File: config.mk
export PLATFORM = sky130hd
export DESIGN_NAME = hram_access_seq_flat
export DESIGN_NICKNAME = d
export VERILOG_FILES = /design/src/rtl/hram_access_seq_if.sv /design/src/rtl/hram_access_seq.sv /design/src/flat_wrapper.sv
export SDC_FILE = /design/constraint.sdc
export NUM_CORES = 1
export LEC_CHECK = 0
export ABC_AREA = 1
export BUFFER_PORTS_ARGS = -buffer_cell sky130_fd_sc_hd__buf_2
export CORE_ASPECT_RATIO = 0.5
export CORE_MARGIN = 2
export CORE_UTILIZATION = 57
export DETAILED_ROUTE_END_ITERATION = 10
export HOLD_SLACK_MARGIN = 0.12
export PLACE_DENSITY = 0.89
export SLEW_MARGIN = 25
export SYNTH_ARGS = -nofsm -noshare
export SYNTH_HDL_FRONTEND = slang
export SYNTH_SLANG_ARGS = --single-unit
export TNS_END_PERCENT = 5
File: constraint.sdc
create_clock -name clk -period 2.25 [get_ports clk]
set_input_delay 0 -clock clk [delete_from_list [all_inputs] [get_ports clk]]
set_output_delay 0 -clock clk [all_outputs]
set_load 0.005 [all_outputs]
File: src/rtl/hram_access_seq_if.sv
// Request, response and SRAM lane/row-decoder signals of the HRAM access sequencer.
// The slave modport is the sequencer; the master modport is its environment (requester plus array).
interface hram_access_seq_if;
    logic       req;
    logic       we;
    logic [6:0] addr;
    logic [7:0] wdata;
    logic [7:0] rdata;
    logic       ack;
    logic       busy;
    logic       n_pch;
    logic       n_wl_pch;
    logic       wl_ena;
    logic [4:0] row_d;
    logic [4:0] row_nd;
    logic [3:0] col;
    logic       oe;
    logic       n_oe;
    logic       wr;
    logic [7:0] db_out;
    logic [7:0] db_in;

    modport master (
        output req, we, addr, wdata, db_in,
        input  rdata, ack, busy, n_pch, n_wl_pch, wl_ena, row_d, row_nd, col, oe, n_oe, wr, db_out
    );

    modport slave (
        input  req, we, addr, wdata, db_in,
        output rdata, ack, busy, n_pch, n_wl_pch, wl_ena, row_d, row_nd, col, oe, n_oe, wr, db_out
    );
endinterface

File: src/rtl/hram_access_seq.sv
// Byte access sequencer for the 128-location DMG HRAM block: drives precharge, wordline,
// column-select and lane strobes in a fixed SETUP/WL/XFER/REC sequence with registered outputs.
module hram_access_seq #(
    parameter int WL_CYCLES  = 1,
    parameter int PCH_CYCLES = 2
) (
    input  logic               clk,
    input  logic               n_res,
    hram_access_seq_if.slave   bus
);

    typedef enum logic [2:0] {
        IDLE,
        SETUP,
        WL,
        XFER,
        REC
    } state_t;

    localparam logic [2:0] PCH_MIN = 3'(PCH_CYCLES);
    localparam logic [1:0] WL_LOAD = 2'(WL_CYCLES - 1);
    localparam logic [6:0] IE_ADDR = 7'h7F;

    state_t     state_q;
    logic [2:0] pcnt_q, pcnt_d;
    logic [1:0] wlCnt_q;
    logic       we_q;
    logic [6:0] addr_q;
    logic [7:0] wdata_q;

    logic [7:0] rdata_q;
    logic       ack_q;
    logic       busy_q;
    logic       nPch_q;
    logic       nWlPch_q;
    logic       wlEna_q;
    logic [4:0] rowD_q;
    logic [4:0] rowNd_q;
    logic [3:0] col_q;
    logic       oe_q;
    logic       nOe_q;
    logic       wr_q;
    logic [7:0] dbOut_q;

    logic       accept;
    logic       reqIsIe;
    logic       latchedIsIe;

    // The precharge counter tracks how long the bitlines have been precharged, saturating at 7.
    always_comb begin
        pcnt_d = pcnt_q;
        if (nPch_q) begin
            pcnt_d = '0;
        end else if (pcnt_q != 3'd7) begin
            pcnt_d = pcnt_q + 3'd1;
        end
    end

    assign accept      = bus.req && (pcnt_q >= PCH_MIN);
    assign reqIsIe     = (bus.addr == IE_ADDR);
    assign latchedIsIe = (addr_q == IE_ADDR);

    // The IE address walks the normal timing but never touches the array strobes.
    always_ff @(posedge clk or negedge n_res) begin
        if (!n_res) begin
            state_q  <= IDLE;
            pcnt_q   <= '0;
            wlCnt_q  <= '0;
            we_q     <= 1'b0;
            addr_q   <= '0;
            wdata_q  <= '0;
            rdata_q  <= '0;
            ack_q    <= 1'b0;
            busy_q   <= 1'b0;
            nPch_q   <= 1'b0;
            nWlPch_q <= 1'b0;
            wlEna_q  <= 1'b0;
            rowD_q   <= '0;
            rowNd_q  <= '0;
            col_q    <= '0;
            oe_q     <= 1'b0;
            nOe_q    <= 1'b1;
            wr_q     <= 1'b0;
            dbOut_q  <= '0;
        end else begin
            pcnt_q <= pcnt_d;
            ack_q  <= 1'b0;
            case (state_q)
                IDLE: begin
                    if (accept) begin
                        state_q  <= SETUP;
                        we_q     <= bus.we;
                        addr_q   <= bus.addr;
                        wdata_q  <= bus.wdata;
                        busy_q   <= 1'b1;
                        nPch_q   <= 1'b1;
                        nWlPch_q <= 1'b1;
                        rowD_q   <= bus.addr[6:2];
                        rowNd_q  <= ~bus.addr[6:2];
                        col_q    <= reqIsIe ? 4'b0000 : (4'b0001 << bus.addr[1:0]);
                    end
                end
                SETUP: begin
                    state_q <= WL;
                    wlCnt_q <= WL_LOAD;
                    wlEna_q <= !latchedIsIe;
                end
                WL: begin
                    if (wlCnt_q == 2'd0) begin
                        state_q <= XFER;
                        if (!latchedIsIe) begin
                            if (we_q) begin
                                wr_q    <= 1'b1;
                                dbOut_q <= wdata_q;
                            end else begin
                                oe_q  <= 1'b1;
                                nOe_q <= 1'b0;
                            end
                        end
                    end else begin
                        wlCnt_q <= wlCnt_q - 2'd1;
                    end
                end
                XFER: begin
                    state_q <= REC;
                    if (!we_q) begin
                        rdata_q <= latchedIsIe ? 8'hFF : bus.db_in;
                    end
                    ack_q    <= 1'b1;
                    wlEna_q  <= 1'b0;
                    col_q    <= '0;
                    oe_q     <= 1'b0;
                    nOe_q    <= 1'b1;
                    wr_q     <= 1'b0;
                    dbOut_q  <= '0;
                    nPch_q   <= 1'b0;
                    nWlPch_q <= 1'b0;
                    rowD_q   <= '0;
                    rowNd_q  <= '0;
                end
                REC: begin
                    state_q <= IDLE;
                    busy_q  <= 1'b0;
                end
                default: begin
                    state_q <= IDLE;
                end
            endcase
        end
    end

    assign bus.rdata    = rdata_q;
    assign bus.ack      = ack_q;
    assign bus.busy     = busy_q;
    assign bus.n_pch    = nPch_q;
    assign bus.n_wl_pch = nWlPch_q;
    assign bus.wl_ena   = wlEna_q;
    assign bus.row_d    = rowD_q;
    assign bus.row_nd   = rowNd_q;
    assign bus.col      = col_q;
    assign bus.oe       = oe_q;
    assign bus.n_oe     = nOe_q;
    assign bus.wr       = wr_q;
    assign bus.db_out   = dbOut_q;

endmodule
File: src/flat_wrapper.sv
// flat-port wrapper written by rule: the top's interface ports become plain ports
module hram_access_seq_flat 
#(
    parameter int WL_CYCLES  = 1,
    parameter int PCH_CYCLES = 2
)
  (clk, n_res, bus_req, bus_we, bus_addr, bus_wdata, bus_db_in, bus_rdata, bus_ack, bus_busy, bus_n_pch, bus_n_wl_pch, bus_wl_ena, bus_row_d, bus_row_nd, bus_col, bus_oe, bus_n_oe, bus_wr, bus_db_out);
  hram_access_seq_if bus_i ();
  input  logic clk;
  input  logic n_res;
  input wire logic [$bits(bus_i.req)-1:0] bus_req;
  input wire logic [$bits(bus_i.we)-1:0] bus_we;
  input wire logic [$bits(bus_i.addr)-1:0] bus_addr;
  input wire logic [$bits(bus_i.wdata)-1:0] bus_wdata;
  input wire logic [$bits(bus_i.db_in)-1:0] bus_db_in;
  output wire logic [$bits(bus_i.rdata)-1:0] bus_rdata;
  output wire logic [$bits(bus_i.ack)-1:0] bus_ack;
  output wire logic [$bits(bus_i.busy)-1:0] bus_busy;
  output wire logic [$bits(bus_i.n_pch)-1:0] bus_n_pch;
  output wire logic [$bits(bus_i.n_wl_pch)-1:0] bus_n_wl_pch;
  output wire logic [$bits(bus_i.wl_ena)-1:0] bus_wl_ena;
  output wire logic [$bits(bus_i.row_d)-1:0] bus_row_d;
  output wire logic [$bits(bus_i.row_nd)-1:0] bus_row_nd;
  output wire logic [$bits(bus_i.col)-1:0] bus_col;
  output wire logic [$bits(bus_i.oe)-1:0] bus_oe;
  output wire logic [$bits(bus_i.n_oe)-1:0] bus_n_oe;
  output wire logic [$bits(bus_i.wr)-1:0] bus_wr;
  output wire logic [$bits(bus_i.db_out)-1:0] bus_db_out;
  assign bus_i.req = bus_req;
  assign bus_i.we = bus_we;
  assign bus_i.addr = bus_addr;
  assign bus_i.wdata = bus_wdata;
  assign bus_i.db_in = bus_db_in;
  assign bus_rdata = bus_i.rdata;
  assign bus_ack = bus_i.ack;
  assign bus_busy = bus_i.busy;
  assign bus_n_pch = bus_i.n_pch;
  assign bus_n_wl_pch = bus_i.n_wl_pch;
  assign bus_wl_ena = bus_i.wl_ena;
  assign bus_row_d = bus_i.row_d;
  assign bus_row_nd = bus_i.row_nd;
  assign bus_col = bus_i.col;
  assign bus_oe = bus_i.oe;
  assign bus_n_oe = bus_i.n_oe;
  assign bus_wr = bus_i.wr;
  assign bus_db_out = bus_i.db_out;
  hram_access_seq #(.WL_CYCLES(WL_CYCLES), .PCH_CYCLES(PCH_CYCLES)) u_core (.clk(clk), .n_res(n_res), .bus(bus_i));
endmodule
Yosys cells after proc, flatten, opt, wreduce, memory -nomap -nowiden

Index checks and enable logic that the tools add are counted.

Add/sub/neg operators: 2
Multipliers: 0
Div/mod/pow operators: 0
Order comparisons: 1
Equal/unequal tests: 13
Shifts and indexed selects: 1
Mux-type cells: 36
Bitwise logic cells: 2
Reduce and logical (&&, ||, !) cells: 18

Operator list:

| kind                  | number |
|---|---|
| $mux W8               | 4 |
| $pmux W5 S2           | 2 |
| $pmux W8 S2           | 1 |
| $eq A7 B7 Y1 const B  | 2 |
| $mux W3               | 4 |
| $pmux W1 S2           | 6 |
| $pmux W3 S4           | 1 |
| $reduce_and A2 Y1     | 6 |
| $reduce_bool A2 Y1    | 6 |
| $mux W1               | 11 |
| $mux W5               | 2 |
| $mux W4               | 2 |
| $pmux W4 S2           | 1 |
| $reduce_and A4 Y1     | 2 |
| $eq A3 B2 Y1 const B  | 2 |
| $ne A2 B1 Y1 const B  | 3 |
| $ne A2 B2 Y1 const B  | 3 |
| $not A5 Y5            | 1 |
| $pmux W2 S2           | 1 |
| $shl A1 B2 Y4 const A | 1 |
| $add A3 B1 Y3 const B | 1 |
| $eq A3 B1 Y1 const B  | 1 |
| $eq A3 B3 Y1 const B  | 1 |
| $ge A3 B2 Y1 const B  | 1 |
| other kinds (8)       | 8 |

Flip-flop bits (word level): 61
Bits in latches: 0
Memory bits (writable): 0
Bits in read-only memories: 0
Logic and storage cells: 91
Memories kept: 0

Logic depth before layout (Yosys ltp)

Depth after elaboration: 4
Mapped depth: 10
Mapped depth without buffers: 9

Least setup slack after synthesis

No wires, ideal clock.

Path type: register -> register
From: register u_core.pcnt_q[0]
To: register u_core.rowNd_q[4] (netlist: u_core.bus.row_nd[4])
Library setup time: 0.113 ns
Data arrival time: 1.192 ns
Path slack: 0.945 ns
Cell stages (with the launch flop): 11
Buffers on the path: 1
Period minus slack after synthesis: 1.305 ns
Cell sequence: dfrtp_1 > inv_1 > ha_1 > nor2_1 > nand2_1 > nand2_1 > nor2_4 > buf_6 > nand2_1 > nand2_1 > inv_1

Longest elaborated chain between the ends: 4

Ends and longest elaborated chain:

| element                     | line                  | source |
|---|---|---|
| start, declared             | hram_access_seq.sv:25 | `logic [2:0] pcnt_q, pcnt_d;` |
| start signal, assigned      | hram_access_seq.sv:86 | `pcnt_q <= pcnt_d;` |
| $ge A3 B2 Y1                | hram_access_seq.sv:59 | `assign accept = bus.req && (pcnt_q >= PCH_MIN);` |
| $logic_and A1 B1 Y1         | hram_access_seq.sv:59 |  |
| $ne A2 B1 Y1 (no line)      | -                     |  |
| $reduce_and A2 Y1 (no line) | -                     |  |
| end signal, assigned        | hram_access_seq.sv:99 | `rowNd_q <= ~bus.addr[6:2];` |
| end, declared               | hram_access_seq.sv:38 | `logic [4:0] rowNd_q;` |

Every way passes these cells.
A chain may end at the register's enable or synchronous reset.

Worst setup path in the final report

From: register u_core.pcnt_q[0]
To: register u_core.col_q[2] (netlist: u_core.bus.col[2])

Longest elaborated chain between the ends: 4

Ends and longest elaborated chain:

| element                     | line                   | source |
|---|---|---|
| $ge A3 B2 Y1                | hram_access_seq.sv:59  |  |
| $logic_and A1 B1 Y1         | hram_access_seq.sv:59  |  |
| $ne A2 B1 Y1 (no line)      | -                      |  |
| $reduce_and A2 Y1 (no line) | -                      |  |
| end signal, assigned        | hram_access_seq.sv:100 | `col_q <= reqIsIe ? 4'b0000 : (4'b0001 << bus.addr[1:0]);` |
| end, declared               | hram_access_seq.sv:39  | `logic [3:0] col_q;` |

Every way passes these cells.

==> impl_metrics.ini <==
[status]
status = complete, no violations

[clock_network]
clkSinkCount = 61
cts.root.buffer_cell = sky130_fd_sc_hd__clkbuf_8
clk_latency_ps = 340
number_of_buffers_added_by_the_clock_tree_synthesis_step = 9
cts_tree = built
cts.path.max_buffers = 2
cts.clk_slew.worst_paths_ps = 60
cts-resized-gates = 0
cts.htree.levels = 3

[layout]
most-common-layout-cells = 103 x sky130_fd_sc_hd__nand2_1, 64 x sky130_fd_sc_hd__buf_2, 60 x sky130_fd_sc_hd__dfrtp_1
filler_cell_count = 290
area_delta_synth_final_pct = 30.1
final_nets = 428
num_antenna_cells = 0
most_common_cell_after_layout_fill_and_taps_aside = sky130_fd_sc_hd__nand2_1
drive_above_1_share_pct = 24.0
seq_area_um2 = 1530
multi_input_gate_area_um2 = 917
fin_cells = 457

[floorplanning]
width_of_the_chip_um = 100
num_io_pins = 65
core.rowCount = 17
core-area_um2 = 4420
dieArea_um2 = 5220
die_height_um = 52.1
start_util_pct = 59.6

[worst_setup_path]
start_kind = flop
startpoint = u_core.pcnt_q[0]$_DFFE_PN0P_
worstPathMaxFanout = 26
critPathArrivalTime_ps = 2100
timing.rr.start = u_core.pcnt_q[0]$_DFFE_PN0P_
r2r_end = u_core.bus.col[2]$_DFFE_PN0P_
worst_r2r_path_depth = 8
worstPathRequired_ps = 2500
endpoint_kind = flop
setup.worst_path.end = u_core.bus.col[2]$_DFFE_PN0P_
worst-setup-path-type = reg -> reg
r2r_slack_ps = 400

[timing]
transition_time_of_the_tightest_slew_check_pin_ps = 588
finalHoldViolCount = 0
max_slew_margin_pct = 60.7
final_report_setup_violation_count = 0
fin_crit_ps = 1850
drv_slew = 0
setup-tns-final_ps = 0
clock_skew_ps = 8.90
grt_setup_unrepaired = false
final_worst_path_period_share_pct = 82.2
whs_ps = 248
final_critical_path_setup_slack_ps = 401
maxClockFrequency_ghz = 0.541

[yosys]
flip_flop_and_latch_count_after_synthesis = 61
post_synth.cell_area_avg_um2 = 8.76
yosysTopAreaCellShare_pct = 57.0
synth-async-reset-ratio_pct = 100
synthesis.area_um2 = 2640
postSynth.topFlopCell = sky130_fd_sc_hd__dfrtp_1
synthDominantAreaCellType = sky130_fd_sc_hd__dfrtp_1
synth.lib_cells_used.distinct = 21
yosys-top-cells-area = sky130_fd_sc_hd__dfrtp_1 57%, sky130_fd_sc_hd__nand2_1 15%, sky130_fd_sc_hd__o21ai_0 4.4%
synth-warning-count = 0
syn-num-nets = 332
seq_area_frac_synth_pct = 57.9
synth_edf_count = 0
syn-instance-count = 301

[detailed_routing]
via_per_inst = 5.32
route.antenna.remaining_nets = 0
route.final.wire_length_mm = 6.64
drtPass1Iterations = 5
initialDrtViolationCount = 175
route.vias.total = 2432
drc_errors = 0
wl_per_cell_um = 14.5

[global_routing]
grt_resource_usage_total_pct = 27.6
initial_antenna_violation_count = 0
grt_max_degree = 28
wire_length_of_the_first_global_routing_pass_mm = 10.5
globalRoute.totalOverflow = 0
number_of_global_route_vias_before_repair = 2309

[placed_design]
placed_cells_incl_taps = 416
dp_worst_setup_slack_ps = 556
place.port_buffers = 64
hpwlAfterDp_mm = 4.06
gp_routability_congestion = 0.787

[run]
drv.max_cap_violation_count = 0

[pwr]
peakVddDrop_uv = 637
total_power_uw = 4510
power_per_cell_area_nw_per_um2 = 1310
p_leak_uw = 0.00189

[min_path]
min-delay-path-class = in -> async
## metal layers
layer	up-vias	share of wire, %	global-route usage [%]
met3	32	6.6	10.2
met2	105	47	47.0
met5	-	0	0
met1	1144	42	30.9
met4	0	3.9	14.6
li1	1151	-	-
## worst min-delay path by stage
stage	cells past startpoint	slack [ps]	from	end
finish	3	250	n_res	u_core.bus.row_nd[3]$_DFFE_PN0P_
global route	3	280	n_res	u_core.bus.row_nd[3]$_DFFE_PN0P_
CTS	3	230	n_res	u_core.wdata_q[1]$_DFFE_PN0P_
detailed placement	1	-80	n_res	u_core.pcnt_q[2]$_DFFE_PN0P_
global placement	1	-90	n_res	u_core.pcnt_q[2]$_DFFE_PN0P_
floorplan	0	-300	n_res	u_core.addr_q[0]$_DFFE_PN0P_
## worst max-delay path, stage by stage, from the launching register on
cell	delay, ps
sky130_fd_sc_hd__dfrtp_1	390
sky130_fd_sc_hd__inv_1	110
sky130_fd_sc_hd__ha_1	210
sky130_fd_sc_hd__nor2_1	60
sky130_fd_sc_hd__nand2_1	90
sky130_fd_sc_hd__nand2_1	110
sky130_fd_sc_hd__nor2_4	420
sky130_fd_sc_hd__nand2_1	170
sky130_fd_sc_hd__o21ai_0	210
## cell usage after synthesis, types with 2 or more instances
cell / n
sky130_fd_sc_hd__o21ai_0: 23
sky130_fd_sc_hd__ha_1: 4
sky130_fd_sc_hd__inv_2: 2
sky130_fd_sc_hd__a21oi_1: 8
sky130_fd_sc_hd__o21ai_1: 6
sky130_fd_sc_hd__nor2_2: 5
sky130_fd_sc_hd__nor2_4: 2
sky130_fd_sc_hd__nand2_2: 2
sky130_fd_sc_hd__nor2_1: 12
sky130_fd_sc_hd__buf_2: 6
sky130_fd_sc_hd__nand2_1: 103
sky130_fd_sc_hd__inv_1: 30
sky130_fd_sc_hd__dfrtp_1: 60
sky130_fd_sc_hd__buf_4: 2
sky130_fd_sc_hd__nand4_1: 11
sky130_fd_sc_hd__nand3_2: 2
sky130_fd_sc_hd__buf_6: 2
sky130_fd_sc_hd__nand3_1: 18
## kinds of logic after synthesis
family | after synthesis | synth area share [%]
buffers and inverters | 43 | 7.26
AO/OA/AOI/OAI | 37 | 7.02
adder cells (fa/ha/maj) | 4 | 1.90
AND/OR/NAND/NOR | 156 | 25.9
flip-flops | 61 | 57.9
## registers in the layout (all words and copies together), names as in the netlist
| signal | cells |
|---|---|
| u_core.bus.wl_ena | 1 |
| u_core.bus.oe | 1 |
| u_core.bus.n_oe | 1 |
| u_core.wlCnt_q | 2 |
| u_core.bus.ack | 1 |
| u_core.addr_q | 7 |
| u_core.bus.rdata | 8 |
| u_core.state_q | 3 |
| u_core.pcnt_q | 3 |
| u_core.wdata_q | 8 |
| u_core.we_q | 1 |
| u_core.bus.busy | 1 |
| u_core.bus.col | 4 |
| u_core.bus.row_nd | 5 |
| u_core.bus.n_pch | 1 |
| u_core.bus.row_d | 5 |
| u_core.bus.db_out | 8 |
| u_core.bus.wr | 1 |
## where the power goes
part	total, µW	internal, µW	switching, µW
Clock	830	443	387
Combinational	1770	691	1070
Sequential	1910	1620	289
Total	4510	2750	1750
## timing repair
action | in CTS | in global routing
hold buffers | 27 | 0
setup buffers | 0 | 0
endpoints found under the setup margin | 0 | 0
endpoints found under the hold margin | 100 | 0
## metrics by stage
step | area, µm² | utilization, %
after floorplan | 2640 | -
after global placement | 2990 | 67.7
after detailed placement | 2990 | 67.7
after CTS | 3430 | 77.5
after global routing | 3430 | 77.5
final | 3430 | 77.5
## final cells by class
cell class                 instances  share of cell area [%]
sequential                        61                    44.5
multi-input combinational        197                    26.7
timing repair buffer              96                    18.3
clock inverter                     2                   0.292
clock buffer                      12                    4.52
tap                               57                    2.08
inverter                          32                    3.50
(Power assumes the default switching activity.)
